==> config.mk <==
export PLATFORM = sky130hd
export DESIGN_NAME = fetch_sequencer
export DESIGN_NICKNAME = d
export VERILOG_FILES = /design/src/rtl/fetch_sequencer.sv
export SDC_FILE = /design/constraint.sdc
export NUM_CORES = 1
export LEC_CHECK = 0
export BUFFER_PORTS_ARGS = -buffer_cell sky130_fd_sc_hd__buf_2
export CAP_MARGIN = 20
export CORE_MARGIN = 2
export CORE_UTILIZATION = 50
export CTS_CLUSTER_DIAMETER = 50
export DETAILED_ROUTE_END_ITERATION = 8
export PLACE_DENSITY = 0.76
export SLEW_MARGIN = 20
export SYNTH_ARGS = -nofsm -noshare
export SYNTH_HDL_FRONTEND = slang
export SYNTH_SLANG_ARGS = --single-unit
==> constraint.sdc <==
create_clock -name clk_i -period 2.05 [get_ports clk_i]
set_input_delay 0.5125 -clock clk_i [delete_from_list [all_inputs] [get_ports clk_i]]
set_output_delay 0.5125 -clock clk_i [all_outputs]
set_load 0.02 [all_outputs]
==> src/rtl/fetch_sequencer.sv <==
// fetch_sequencer: program-counter sequencer with branch, call/return
// through a small return-address stack, and run/idle/halt status.
module fetch_sequencer #(
  parameter int unsigned DEPTH    = 4,
  parameter logic [9:0]  RESET_PC = 10'd0
) (
  input  logic                           clk_i,
  input  logic                           reset_i,
  input  logic                           start_i,
  input  logic [9:0]                     start_addr_i,
  input  logic                           stall_i,
  input  logic                           branch_i,
  input  logic [9:0]                     branch_target_i,
  input  logic                           call_i,
  input  logic [9:0]                     call_target_i,
  input  logic                           ret_i,
  input  logic                           halt_i,
  output logic [9:0]                     pc_o,
  output logic                           running_o,
  output logic                           done_o,
  output logic                           stack_err_o,
  output logic [$clog2(DEPTH+1)-1:0]     sp_o
);

  localparam int unsigned PC_W  = 10;
  localparam int unsigned SP_W  = $clog2(DEPTH + 1);
  localparam int unsigned IDX_W = (DEPTH > 1) ? $clog2(DEPTH) : 1;

  typedef enum logic [1:0] {
    ST_IDLE = 2'd0,
    ST_RUN  = 2'd1,
    ST_HALT = 2'd2
  } state_e;

  state_e            state_q, state_d;
  logic [PC_W-1:0]   pc_q, pc_d;
  logic [SP_W-1:0]   sp_q, sp_d;
  logic              err_q, err_d;
  logic              running_q, running_d;
  logic              done_q, done_d;

  logic [PC_W-1:0]   stack_q [DEPTH];
  logic              stack_we;
  logic [IDX_W-1:0]  stack_widx;
  logic [PC_W-1:0]   stack_wdata;
  logic [IDX_W-1:0]  pop_idx;
  logic [PC_W-1:0]   pc_inc;
  logic              stack_full;
  logic              stack_empty;

  // Sequential return address (wraps modulo 2^10) and stack occupancy tests.
  assign pc_inc      = pc_q + PC_W'(1);
  assign pop_idx     = IDX_W'(sp_q - SP_W'(1));
  assign stack_full  = (sp_q == SP_W'(DEPTH));
  assign stack_empty = (sp_q == SP_W'(0));

  // Next-state, next-pc and stack-write decode; stall freezes everything.
  always_comb begin
    state_d     = state_q;
    pc_d        = pc_q;
    sp_d        = sp_q;
    err_d       = err_q;
    stack_we    = 1'b0;
    stack_widx  = IDX_W'(sp_q);
    stack_wdata = pc_inc;

    if (!stall_i) begin
      unique case (state_q)
        ST_IDLE: begin
          if (start_i) begin
            pc_d    = start_addr_i;
            sp_d    = SP_W'(0);
            state_d = ST_RUN;
          end
        end
        ST_HALT: begin
          if (start_i) begin
            pc_d    = start_addr_i;
            sp_d    = SP_W'(0);
            err_d   = 1'b0;
            state_d = ST_RUN;
          end
        end
        ST_RUN: begin
          if (halt_i) begin
            state_d = ST_HALT;
          end else if (ret_i) begin
            if (stack_empty) begin
              err_d   = 1'b1;
              state_d = ST_HALT;
            end else begin
              pc_d = stack_q[pop_idx];
              sp_d = sp_q - SP_W'(1);
            end
          end else if (call_i) begin
            if (stack_full) begin
              err_d   = 1'b1;
              state_d = ST_HALT;
            end else begin
              stack_we = 1'b1;
              pc_d     = call_target_i;
              sp_d     = sp_q + SP_W'(1);
            end
          end else if (branch_i) begin
            pc_d = branch_target_i;
          end else begin
            pc_d = pc_inc;
          end
        end
        default: begin
          state_d = ST_IDLE;
        end
      endcase
    end

    running_d = (state_d == ST_RUN);
    done_d    = (state_d == ST_HALT);
  end

  // State, pc and status registers; synchronous reset beats stall and start.
  always_ff @(posedge clk_i) begin
    if (reset_i) begin
      state_q   <= ST_IDLE;
      pc_q      <= RESET_PC;
      sp_q      <= SP_W'(0);
      err_q     <= 1'b0;
      running_q <= 1'b0;
      done_q    <= 1'b0;
    end else begin
      state_q   <= state_d;
      pc_q      <= pc_d;
      sp_q      <= sp_d;
      err_q     <= err_d;
      running_q <= running_d;
      done_q    <= done_d;
    end
  end

  // Return-address storage; entries above sp are left stale on pop.
  always_ff @(posedge clk_i) begin
    if (!reset_i && stack_we) begin
      stack_q[stack_widx] <= stack_wdata;
    end
  end

  assign pc_o        = pc_q;
  assign running_o   = running_q;
  assign done_o      = done_q;
  assign stack_err_o = err_q;
  assign sp_o        = sp_q;

endmodule
==> results.txt <==
Status: complete, no violations
Crit-path slowest cell: dfxtp_4
Full die area: 0.00655 mm2
Most used cell, CP: a211oi_1
Reg-to-reg setup timing slack: 0.09 ns
Clk_lat worst skew: 0.34 ns
Setup bufs post-CTS: 0
Instance count on the critical path: 8
Largest net degree at the start of global routing: 18
P&R area growth vs syn: 25.6%
CP startpoint: sp_o[0]
Post-route setup TNS: 0 ns
Final routed DRC violation total: 0
Largest area contributor in the netlist: edfxtp_1
Initial drt markers: 121
FF-to-FF End: pc_o[3]
Max Cap Viol: 0
Clock skew: 0.00880 ns
Syn Nets: 297
Antenna-violating nets left: 0
Cts bufs inserted: 9
Ys async rst share: 0%
Tcrit/Tclk final: 95.6%
Maximum net fanout on the critical path: 6
Synth warn: 0
Critical Path Sink Type: flop
Fmax: 0.510 GHz
Slew HR: 69.2%
Die height: 80.9 um
Io pins: 54
Non-Filler Instances: 403
Fillers: 453
Mean Syn Cell Area: 11.7 um2
CTS Root Cell: clkbuf_8
CORE AREA: 0.00582 mm2
Multi-input gate area: 0.00129 mm2
Cells after DPL: 387
Largest stage delay on the critical path: 0.37 ns
Overflow after GRT: 0
CP Class: reg -> reg
Die Wd: 80.9 um
H-tree Lvls: 3
First-pass GRT wire length: 11,400 um
CTS tree: yes
Hold slack: 0.480 ns
Tot GR Track Use: 24.3%
CTS Sinks: 58
Port buffer count: 53
Routability cong.: 0.811
Most common cell after layout, fill and taps aside: buf_2
FF/Latch Area: 0.00157 mm2
RSZ-0062 raised after global routing: no
Reg2reg path depth: 8
EDFF count, synth: 40
CP required: 2.27 ns
Crit-path cells: inv_1, ha_4, and4b_2, o21ai_2, nand3_1, buf_4, a211oi_1, a211oi_1
Critical path destination: pc_o[3]
Netlist cell types: 51
Final net count: 367
Min-delay worst type: reg -> reg
N_diodes: 0
Flops & latches, synth: 58
Sequential area share after synthesis: 52.7%
PD cells: 814 mW/mm2
CP arrival: 2.18 ns
Max Slew Vio Count: 0
Worst path bufs/invs: 2
Via-per-instance ratio: 5.79
CP delay by family, top: simple AND/OR/NAND/NOR gates
Synth top area share: 40.6%
Initial core utilization: 50.9%
Via count: 2,334
Cell Area, Synth: 0.00296 mm2
Syn Inst Count: 253
Clock-pin slew on the worst setup and hold paths: 0.07 ns
Rows: 28
Synth area leaders: edfxtp_1, dfxtp_1, mux4_2
Final WL: 7490 um
Hold Vio Cnt, Final: 0
Initial antenna violation count: 0
Leak Pwr: 0.00143 uW
Tightest Pin Transition: 0.458 ns
CTS max path bufs: 2
Initial DRT Pass Iterations: 4
Post-DP HPWL: 5280 um
Wire per inst: 18.6 um
Commonest non-fill, non-tap cells in the layout: buf_2, edfxtp_1, buf_4
Hold Path Stages: 2
Synth Flop Type: edfxtp_1
Peak supply drop: 0.416 mV
Final Setup Violations: 0
Reg2Reg Launch Point: sp_o[0]
Final Critical Period: 1.96 ns
Share of cells above drive strength 1: 34.5%
Vias in the first global route: 2,226
Startpoint Class: flop
power breakdown:
group          internal [uW]  switching [uW]
sequential              1280            30.2
clock                    918             443
combinational            151             205
metal layers:
layer | vias up | GRT usage, % | share of wire [%]
met5 | - | 0 | 0
met4 | 0 | 10.5 | 2.7
met3 | 17 | 6.78 | 6.3
met2 | 91 | 39.4 | 50
met1 | 1127 | 30.5 | 41
li1 | 1099 | - | -
kinds of logic after synthesis:
kind of cell / Yosys count / synth area share, %
simple gates: 80 / 14.1
flops: 58 / 52.7
compound gates: 57 / 14.2
buf+inv: 26 / 4.40
mux: 16 / 9.04
xor+xnor: 10 / 2.96
fa+ha+maj: 6 / 2.54
synthesized netlist by cell type (2+ instances only):
| cell type | n |
|---|---|
| edfxtp_1 | 40 |
| dfxtp_1 | 18 |
| nand2_1 | 15 |
| nand3_1 | 15 |
| nor2_1 | 15 |
| a21oi_1 | 14 |
| inv_1 | 10 |
| buf_2 | 8 |
| mux4_2 | 8 |
| ha_1 | 6 |
| mux2_2 | 6 |
| nand2b_1 | 6 |
| o211ai_1 | 6 |
| a211oi_1 | 5 |
| and2_1 | 5 |
| and3_1 | 5 |
| nor3_1 | 5 |
| o21ai_0 | 5 |
| xnor2_1 | 5 |
| xor2_1 | 5 |
| clkbuf_1 | 4 |
| nor2b_1 | 4 |
| a211o_1 | 3 |
| a31oi_1 | 3 |
| or3_1 | 3 |
| a221oi_1 | 2 |
| a22oi_1 | 2 |
| buf_4 | 2 |
| buf_6 | 2 |
| mux2i_1 | 2 |
| o21bai_1 | 2 |
| o221ai_1 | 2 |
| o41ai_1 | 2 |
flip-flops by register name, indices dropped and copies added (netlist names):
register     flops
done_o           1
state_q          2
pc_o            10
stack_q         40
sp_o             3
stack_err_o      1
running_o        1
through the flow:
| step | instance area, um2 | worst slack, ns | power, uW | utilization, % |
|---|---|---|---|---|
| finish | 3720 | 0.0897 | 3030 | 63.9 |
| global route | 3720 | 0.00541 | 3130 | 63.9 |
| CTS | 3710 | 0.0955 | 3040 | 63.9 |
| detailed placement | 3460 | 0.0623 | 1680 | 59.5 |
| global placement | 3460 | 0.0909 | 1680 | 59.5 |
| floorplan | 2990 | 0.00607 | 1550 | - |
what timing repair did:
action | in CTS | in global routing
setup endpoints to repair | 0 | 31
hold buffers | 0 | 0
gates resized for setup | 0 | 1
area by class of cell:
type	count	area share, %
Multi-Input combinational cell	169	34.6
Clock inverter	7	3.53
Tap cell	75	2.52
Sequential cell	58	42.1
Timing Repair Buffer	75	12.9
Clock buffer	9	3.33
Inverter	10	1.01
worst min-delay path by stage:
stage	startpoint	to	slack, ns
finish	stack_err_o	stack_err_o	0.48
global placement	stack_err_o	stack_err_o	0.46
floorplan	state_q[1]	state_q[1]	0.52
CTS	stack_err_o	stack_err_o	0.48
detailed placement	stack_err_o	stack_err_o	0.47
global route	start_addr_i[5]	pc_o[5]	0.50
tightest hold or removal path, delay by kind of cell, from the launching register on:
family	cells	cell delay, ns
compound gates	1	0.06
flops	1	0.32
simple gates	1	0.05
No activity file was read; power rests on OpenSTA's default activity.
